`config.mk`:
```
export PLATFORM = sky130hd
export DESIGN_NAME = cv32e40x_xif_offload_ctrl
export DESIGN_NICKNAME = d
export VERILOG_FILES = /design/src/rtl/cv32e40x_xif_offload_ctrl.sv
export SDC_FILE = /design/constraint.sdc
export NUM_CORES = 1
export LEC_CHECK = 0
export ABC_AREA = 1
export BUFFER_PORTS_ARGS = -buffer_cell sky130_fd_sc_hd__buf_2
export CELL_PAD_IN_SITES_DETAIL_PLACEMENT = 1
export CELL_PAD_IN_SITES_GLOBAL_PLACEMENT = 1
export CORE_MARGIN = 2
export CORE_UTILIZATION = 38
export DETAILED_ROUTE_END_ITERATION = 8
export PLACE_DENSITY = 0.82
export SETUP_SLACK_MARGIN = 0.1
export SLEW_MARGIN = 10
export SYNTH_ARGS = -nofsm -noshare
export SYNTH_HDL_FRONTEND = slang
export SYNTH_SLANG_ARGS = --single-unit
```
`constraint.sdc`:
```
create_clock -name clk -period 4.5 [get_ports clk]
set_input_delay 0.45 -clock clk [delete_from_list [all_inputs] [get_ports clk]]
set_output_delay 0.45 -clock clk [all_outputs]
set_load 0.01 [all_outputs]
```
`src/rtl/cv32e40x_xif_offload_ctrl.sv`:
```
// cv32e40x_xif_offload_ctrl
//   Core-side initiator of the eXtension interface. Takes offload requests
//   from ID into a one-deep issue slot, drives the issue channel, allocates
//   ids, tracks outstanding instructions in an in-order scoreboard, drives
//   the commit channel (commit or kill) and converts results into
//   register-file writes.
// Ports
//   off_*         : offload request from ID and accept/illegal pulses back
//   commit_go_i   : oldest uncommitted entry is non-speculative
//   kill_i        : flush every uncommitted entry (and the pending slot)
//   xif_issue_*   : issue request/response channel
//   xif_commit_*  : registered commit strobe, id and kill flag
//   xif_result_*  : result channel
//   rf_*          : registered register-file write port
//   busy_o        : issue slot or any scoreboard entry occupied
module cv32e40x_xif_offload_ctrl #(
    parameter int unsigned X_ID_WIDTH      = 4,
    parameter int unsigned X_RFR_WIDTH     = 32,
    parameter int unsigned X_NUM_RS        = 2,
    parameter int unsigned MAX_OUTSTANDING = 2
) (
    input  logic                            clk,
    input  logic                            rst_n,
    input  logic                            off_valid_i,
    output logic                            off_ready_o,
    input  logic [31:0]                     off_instr_i,
    input  logic [X_NUM_RS*X_RFR_WIDTH-1:0] off_rs_i,
    input  logic [X_NUM_RS-1:0]             off_rs_valid_i,
    output logic                            off_accept_o,
    output logic                            off_illegal_o,
    input  logic                            commit_go_i,
    input  logic                            kill_i,
    output logic                            xif_issue_valid_o,
    input  logic                            xif_issue_ready_i,
    output logic [31:0]                     xif_issue_instr_o,
    output logic [X_ID_WIDTH-1:0]           xif_issue_id_o,
    output logic [X_NUM_RS*X_RFR_WIDTH-1:0] xif_issue_rs_o,
    output logic [X_NUM_RS-1:0]             xif_issue_rs_valid_o,
    input  logic                            xif_issue_accept_i,
    input  logic                            xif_issue_writeback_i,
    output logic                            xif_commit_valid_o,
    output logic [X_ID_WIDTH-1:0]           xif_commit_id_o,
    output logic                            xif_commit_kill_o,
    input  logic                            xif_result_valid_i,
    output logic                            xif_result_ready_o,
    input  logic [X_ID_WIDTH-1:0]           xif_result_id_i,
    input  logic [X_RFR_WIDTH-1:0]          xif_result_data_i,
    input  logic [4:0]                      xif_result_rd_i,
    input  logic                            xif_result_we_i,
    output logic                            rf_we_o,
    output logic [4:0]                      rf_waddr_o,
    output logic [X_RFR_WIDTH-1:0]          rf_wdata_o,
    output logic                            busy_o
);

    localparam int unsigned CW = $clog2(MAX_OUTSTANDING + 1);
    typedef logic [CW-1:0] cnt_t;

    // Issue slot
    logic                            slot_full_q, slot_full_d;
    logic                            slot_killed_q, slot_killed_d;
    logic [31:0]                     slot_instr_q, slot_instr_d;
    logic [X_NUM_RS*X_RFR_WIDTH-1:0] slot_rs_q, slot_rs_d;
    logic [X_NUM_RS-1:0]             slot_rs_valid_q, slot_rs_valid_d;
    logic [X_ID_WIDTH-1:0]           id_cnt_q, id_cnt_d;

    // Scoreboard, kept compacted: entry 0 is the oldest
    logic [MAX_OUTSTANDING-1:0]                 ent_vld_q, ent_vld_d;
    logic [MAX_OUTSTANDING-1:0][X_ID_WIDTH-1:0] ent_id_q, ent_id_d;
    logic [MAX_OUTSTANDING-1:0]                 ent_wb_q, ent_wb_d;
    logic [MAX_OUTSTANDING-1:0]                 ent_cmt_q, ent_cmt_d;
    logic [MAX_OUTSTANDING-1:0]                 ent_kill_q, ent_kill_d;

    // Registered outputs
    logic                   commit_valid_q, commit_valid_d;
    logic [X_ID_WIDTH-1:0]  commit_id_q, commit_id_d;
    logic                   commit_kill_q, commit_kill_d;
    logic                   accept_q, accept_d;
    logic                   illegal_q, illegal_d;
    logic                   rf_we_q, rf_we_d;
    logic [4:0]             rf_waddr_q, rf_waddr_d;
    logic [X_RFR_WIDTH-1:0] rf_wdata_q, rf_wdata_d;

    // Combinational helpers
    cnt_t                             cnt, nsurv;
    cnt_t [MAX_OUTSTANDING-1:0]       pos;
    logic [MAX_OUTSTANDING-1:0]       kill_n, cmt_n, free, surv, res_sel;
    logic                             found, res_hold, issue_hs, off_hs, res_hs;

    always_comb begin
        cnt = '0;
        for (int unsigned i = 0; i < MAX_OUTSTANDING; i++) begin
            if (ent_vld_q[i]) cnt = cnt + cnt_t'(1);
        end

        off_ready_o = !slot_full_q && (cnt < cnt_t'(MAX_OUTSTANDING));
        off_hs      = off_valid_i && off_ready_o;
        issue_hs    = slot_full_q && xif_issue_ready_i;

        // Issue slot
        slot_full_d     = slot_full_q;
        slot_killed_d   = slot_killed_q;
        slot_instr_d    = slot_instr_q;
        slot_rs_d       = slot_rs_q;
        slot_rs_valid_d = slot_rs_valid_q;
        if (kill_i && slot_full_q) slot_killed_d = 1'b1;
        if (issue_hs) begin
            slot_full_d   = 1'b0;
            slot_killed_d = 1'b0;
        end
        if (off_hs) begin
            slot_full_d     = 1'b1;
            slot_killed_d   = 1'b0;
            slot_instr_d    = off_instr_i;
            slot_rs_d       = off_rs_i;
            slot_rs_valid_d = off_rs_valid_i;
        end
        id_cnt_d  = issue_hs ? id_cnt_q + X_ID_WIDTH'(1) : id_cnt_q;
        accept_d  = issue_hs && xif_issue_accept_i;
        illegal_d = issue_hs && !xif_issue_accept_i;

        // Commit: only the oldest uncommitted entry is considered. kill_i
        // marks it killed in the same cycle, which is how it beats commit_go_i.
        kill_n         = ent_kill_q | ({MAX_OUTSTANDING{kill_i}} & ent_vld_q & ~ent_cmt_q);
        cmt_n          = ent_cmt_q;
        free           = '0;
        found          = 1'b0;
        commit_valid_d = 1'b0;
        commit_id_d    = '0;
        commit_kill_d  = 1'b0;
        for (int unsigned i = 0; i < MAX_OUTSTANDING; i++) begin
            if (!found && ent_vld_q[i] && !ent_cmt_q[i]) begin
                found = 1'b1;
                if (kill_n[i]) begin
                    commit_valid_d = 1'b1;
                    commit_kill_d  = 1'b1;
                    commit_id_d    = ent_id_q[i];
                    free[i]        = 1'b1;
                end else if (commit_go_i) begin
                    commit_valid_d = 1'b1;
                    commit_id_d    = ent_id_q[i];
                    cmt_n[i]       = 1'b1;
                    if (!ent_wb_q[i]) free[i] = 1'b1;
                end
            end
        end

        // Result: held off while its entry is still speculative; a killed
        // entry's result is swallowed and the kill commit frees the entry.
        res_hold = 1'b0;
        res_sel  = '0;
        for (int unsigned i = 0; i < MAX_OUTSTANDING; i++) begin
            if (ent_vld_q[i] && (ent_id_q[i] == xif_result_id_i)) begin
                if (ent_cmt_q[i]) res_sel[i] = 1'b1;
                else if (!ent_kill_q[i]) res_hold = 1'b1;
            end
        end
        xif_result_ready_o = !(xif_result_valid_i && res_hold);
        res_hs     = xif_result_valid_i && xif_result_ready_o;
        rf_we_d    = 1'b0;
        rf_waddr_d = rf_waddr_q;
        rf_wdata_d = rf_wdata_q;
        if (res_hs && (res_sel != '0)) begin
            free = free | res_sel;
            if (xif_result_we_i) begin
                rf_we_d    = 1'b1;
                rf_waddr_d = xif_result_rd_i;
                rf_wdata_d = xif_result_data_i;
            end
        end

        // Compact survivors towards entry 0, then append the newly issued
        // entry behind them so age order is preserved by position.
        surv  = ent_vld_q & ~free;
        nsurv = '0;
        for (int unsigned i = 0; i < MAX_OUTSTANDING; i++) begin
            pos[i] = nsurv;
            if (surv[i]) nsurv = nsurv + cnt_t'(1);
        end
        ent_vld_d  = '0;
        ent_id_d   = '0;
        ent_wb_d   = '0;
        ent_cmt_d  = '0;
        ent_kill_d = '0;
        for (int unsigned j = 0; j < MAX_OUTSTANDING; j++) begin
            for (int unsigned i = 0; i < MAX_OUTSTANDING; i++) begin
                if (surv[i] && (pos[i] == cnt_t'(j))) begin
                    ent_vld_d[j]  = 1'b1;
                    ent_id_d[j]   = ent_id_q[i];
                    ent_wb_d[j]   = ent_wb_q[i];
                    ent_cmt_d[j]  = cmt_n[i];
                    ent_kill_d[j] = kill_n[i];
                end
            end
            if (issue_hs && (nsurv == cnt_t'(j))) begin
                ent_vld_d[j]  = 1'b1;
                ent_id_d[j]   = id_cnt_q;
                ent_wb_d[j]   = xif_issue_writeback_i;
                ent_cmt_d[j]  = 1'b0;
                ent_kill_d[j] = slot_killed_q || kill_i || !xif_issue_accept_i;
            end
        end
    end

    always_ff @(posedge clk or negedge rst_n) begin
        if (!rst_n) begin
            slot_full_q     <= 1'b0;
            slot_killed_q   <= 1'b0;
            slot_instr_q    <= '0;
            slot_rs_q       <= '0;
            slot_rs_valid_q <= '0;
            id_cnt_q        <= '0;
            ent_vld_q       <= '0;
            ent_id_q        <= '0;
            ent_wb_q        <= '0;
            ent_cmt_q       <= '0;
            ent_kill_q      <= '0;
            commit_valid_q  <= 1'b0;
            commit_id_q     <= '0;
            commit_kill_q   <= 1'b0;
            accept_q        <= 1'b0;
            illegal_q       <= 1'b0;
            rf_we_q         <= 1'b0;
            rf_waddr_q      <= '0;
            rf_wdata_q      <= '0;
        end else begin
            slot_full_q     <= slot_full_d;
            slot_killed_q   <= slot_killed_d;
            slot_instr_q    <= slot_instr_d;
            slot_rs_q       <= slot_rs_d;
            slot_rs_valid_q <= slot_rs_valid_d;
            id_cnt_q        <= id_cnt_d;
            ent_vld_q       <= ent_vld_d;
            ent_id_q        <= ent_id_d;
            ent_wb_q        <= ent_wb_d;
            ent_cmt_q       <= ent_cmt_d;
            ent_kill_q      <= ent_kill_d;
            commit_valid_q  <= commit_valid_d;
            commit_id_q     <= commit_id_d;
            commit_kill_q   <= commit_kill_d;
            accept_q        <= accept_d;
            illegal_q       <= illegal_d;
            rf_we_q         <= rf_we_d;
            rf_waddr_q      <= rf_waddr_d;
            rf_wdata_q      <= rf_wdata_d;
        end
    end

    assign xif_issue_valid_o    = slot_full_q;
    assign xif_issue_instr_o    = slot_instr_q;
    assign xif_issue_id_o       = id_cnt_q;
    assign xif_issue_rs_o       = slot_rs_q;
    assign xif_issue_rs_valid_o = slot_rs_valid_q;
    assign xif_commit_valid_o   = commit_valid_q;
    assign xif_commit_id_o      = commit_id_q;
    assign xif_commit_kill_o    = commit_kill_q;
    assign off_accept_o         = accept_q;
    assign off_illegal_o        = illegal_q;
    assign rf_we_o              = rf_we_q;
    assign rf_waddr_o           = rf_waddr_q;
    assign rf_wdata_o           = rf_wdata_q;
    assign busy_o               = slot_full_q || (cnt != '0);

endmodule

```
==> flow_summary_export.csv <==
group,metric,value,unit
detailed_routing,routedWlPerCell,18.86,um
setup_path,crit_type,"flip-flop to flip-flop",
flow_run,drv_cap,0,
placement,hpwl,15800,um
timing,rsz0062_at_grt,"no",
cells_and_area,fin_util,0.5203,
clocking,cts_resized,0,
cells_and_area,fillerInstances,2024,
logic_synthesis,yosys_warnings,0,
logic_synthesis,synth_compound_area_frac,0.05280,
logic_synthesis,synthSimpleGateAreaFrac,0.1171,
cells_and_area,layout-drive-gt1-share,0.5123,
logic_synthesis,synthAdderAreaFrac,0.003705,
floorplan,core_area,0.01736,sq mm
logic_synthesis,yosys_register_bits,166,
logic_synthesis,synth.yosys.seq_area_share,0.6150,
logic_synthesis,synth.distinct_cells,33,
grt,grt_pass1_vias,5933,
detailed_routing,first_pass_iters,4,
grt,overflow,0,
clocking,cts_buffers,17,
power_and_ir_drop,ir_drop,0.3048,mV
timing,tns,0,ns
timing,min_period_over_period,0.5473,
detailed_routing,drc,0,
detailed_routing,m1WireLength,8141,um
grt,antenna_found_initial,1,
timing,fmax,406.1,MHz
clocking,cts_root_buffer,"clkbuf_16",
clocking,cts_hold_buf,0,
timing,maxSlewHeadroom,0.3056,
floorplan,io_pins,301,
power_and_ir_drop,p_leak,4.820,nW
logic_synthesis,synth_xor_area_frac,0.003890,
clocking,clkLatencyLatePin,0.43,ns
clocking,htree_levels,4,
detailed_routing,topRoutingLayerUsed,"met4",
logic_synthesis,synth_cells,582,
power_and_ir_drop,power.total,0.005980,W
clocking,post_cts_buffers,0,
grt,grt_pass1_wl,31390,um
setup_path,startpoint_type,"flip-flop",
timing,period_needed,2.463,ns
setup_path,rr_startpoint,"ent_id_q[7]",
placement,gp_congestion,0.8222,
floorplan,num_rows,48,
setup_path,critPathRequiredTime,4.86,ns
detailed_routing,routed-via-count,5467,
logic_synthesis,synth_fp_nets,733,
logic_synthesis,synth_top_family_by_area,"multiplexers",
floorplan,die-area,0.01886,sq mm
power_and_ir_drop,powerDensity,662.3,mW/mm^2
setup_path,path_max_fanout,38,
run_status,status,"complete, no violations",
clocking,cts_tree,"built",
logic_synthesis,synth_top_area_frac,0.6150,
detailed_routing,totalWireLength,21120,um
setup_path,worstRegToRegCells,12,
grt,grt_max_degree,106,
setup_path,cp-end-kind,"flip-flop",
floorplan,chipWidth,137.3,um
timing,worst_pin_slew,1.042,ns
clocking,clock-sinks,166,
worst_hold_path,min_path_type,"input port to asynchronous set/reset pin",
logic_synthesis,synth_area_leaders,"dfrtp_1, mux2_2, nand2_1",
cells_and_area,syn2layout_area_growth,33.70,%
placement,io_buffers,300,
grt,grt_usage,0.2195,
cells_and_area,layout.nets,1031,
detailed_routing,drt_iter0_drc,210,
setup_path,regToRegSetupSlack,2.04,ns
timing,slew_viol_final,0,
setup_path,critPathArrivalTime,2.83,ns
clocking,cts_max_path_buffers,2,
logic_synthesis,synth.area.mux_share,0.1634,
floorplan,initial_utilization,0.3891,
detailed_routing,vias_per_cell,4.881,
floorplan,die-height,137.3,um
detailed_routing,wl_met3,1225,um
timing,finalHoldViolCount,0,
timing,setup_violations,0,
timing,fin_worst_skew,0.01248,ns
logic_synthesis,netlist_area,0.006754,sq mm
logic_synthesis,synth_area_per_cell,11.60,sq um
clocking,clk_pin_slew_worst_paths,0.07,ns
logic_synthesis,yosys.area.top_type,"dfrtp_1",
detailed_routing,ant_nets,0,
setup_path,worstReg2RegEnd,"rf_wdata_o[5]",
detailed_routing,wl_met2,11080,um
report_power, final:
group / leakage, nW / internal [W] / switching, W
logic: 2.49 / 0.000964 / 0.00119
clock network: 0.267 / 0.000774 / 0.000651
registers: 2.07 / 0.00207 / 0.000333
total: 4.82 / 0.00381 / 0.00217
state kept, by name, summed over array words and instances, names as in the netlist:
register	cells
ent_cmt_q	2
xif_issue_rs_o	64
rf_waddr_o	5
off_illegal_o	1
xif_commit_valid_o	1
xif_issue_id_o	4
ent_id_q	8
rf_we_o	1
ent_wb_q	2
off_accept_o	1
ent_kill_q	2
xif_commit_id_o	4
xif_issue_instr_o	32
rf_wdata_o	32
xif_issue_valid_o	1
ent_vld_q	2
slot_killed_q	1
xif_commit_kill_o	1
xif_issue_rs_valid_o	2
layout make-up:
class,instances,area [sq um],area share
repair buffers,305,1558,0.1725
well taps,225,281.5,0.03118
diodes,3,7.507,0.0008314
clock buffers,17,425.4,0.04711
multi-input cells,350,2313,0.2562
clock inverters,14,140.1,0.01552
inverters,40,150.1,0.01663
flip-flops and latches,166,4154,0.4600
worst max-delay path: stages, from the launching register on:
cell and delay, ns:
dfrtp_1 0.40, inv_2 0.07, nand2_1 0.06, nand2_1 0.05, nor2_1 0.17, nand3_1 0.12
nor2_1 0.14, o21ai_2 0.07, buf_4 0.24, nor2_2 0.51, buf_4 0.37, nand2_1 0.11
nand2_1 0.09
through the flow:
step	cell area (sq um)	setup WS, ns	cells	hold slack [ns]
2_1_floorplan	6754	2.275	582	0.1544
3_3_place_gp	8457	2.014	1086	0.4599
3_5_place_dp	8457	1.911	1086	0.4731
4_1_cts	9022	2.005	1117	0.1792
5_1_grt	9025	1.779	1118	0.1987
6_report	9030	2.037	1120	0.1290
Yosys cell counts (all sizes together):
cell type  number
a21oi           5
a31oi           2
buf            19
clkbuf          7
clkinv          1
dfrtp         166
ha              2
inv            39
mux2           98
nand2         134
nand3          10
nand4           9
nor2           23
nor3            2
nor3b           1
o21ai          52
o22ai           7
or2             2
xor2            3
metal layers:
layer / vias to the layer above / track usage
met5: - / 0
met4: 0 / 0.09679
met3: 47 / 0.05556
met2: 215 / 0.3905
met1: 2688 / 0.2482
li1: 2517 / -
cells in the final DEF (no fill, tap or decap), types with 2 or more instances in the layout:
cell type,netlist,routed
inv_2,5,5
dfrtp_1,166,166
inv_1,34,34
clkinvlp_4,0,4
nand3_1,9,9
xor2_1,3,3
nand4_2,2,2
diode_2,0,3
clkbuf_16,0,17
inv_6,0,5
nand2_1,131,130
nor2_2,6,6
o21ai_0,43,43
a21oi_1,5,5
nand2_2,2,2
ha_1,2,2
nand4_1,7,7
buf_4,2,4
nor2_1,16,16
o21ai_1,9,8
mux2_2,98,98
buf_2,14,299
nand2_4,1,2
inv_8,0,2
o22ai_1,7,7
cells by family (layout without fill, tap and decap cells):
kind of cell,after synthesis,in the layout
muxes,98,98
and+or+nand+nor,181,181
DFF,166,166
other,0,3
adders and majority gates,2,2
buffers and inverters,66,376
xor gates and xnor gates,3,3
AOI/OAI and AO/OA,66,66
worst max-delay path by stage:
stage	from	cells past startpoint	slack, ns	end
after floorplan	xif_result_id_i[2]	14	2.27	ent_kill_q[1]
after global routing	ent_id_q[2]	12	1.78	rf_wdata_o[4]
final	ent_id_q[7]	12	2.04	rf_wdata_o[5]
after global placement	xif_result_id_i[2]	13	2.01	rf_wdata_o[0]
after CTS	ent_id_q[7]	12	2.00	rf_wdata_o[5]
after detailed placement	xif_result_id_i[2]	13	1.91	rf_wdata_o[5]
(Power assumes the default switching activity.)
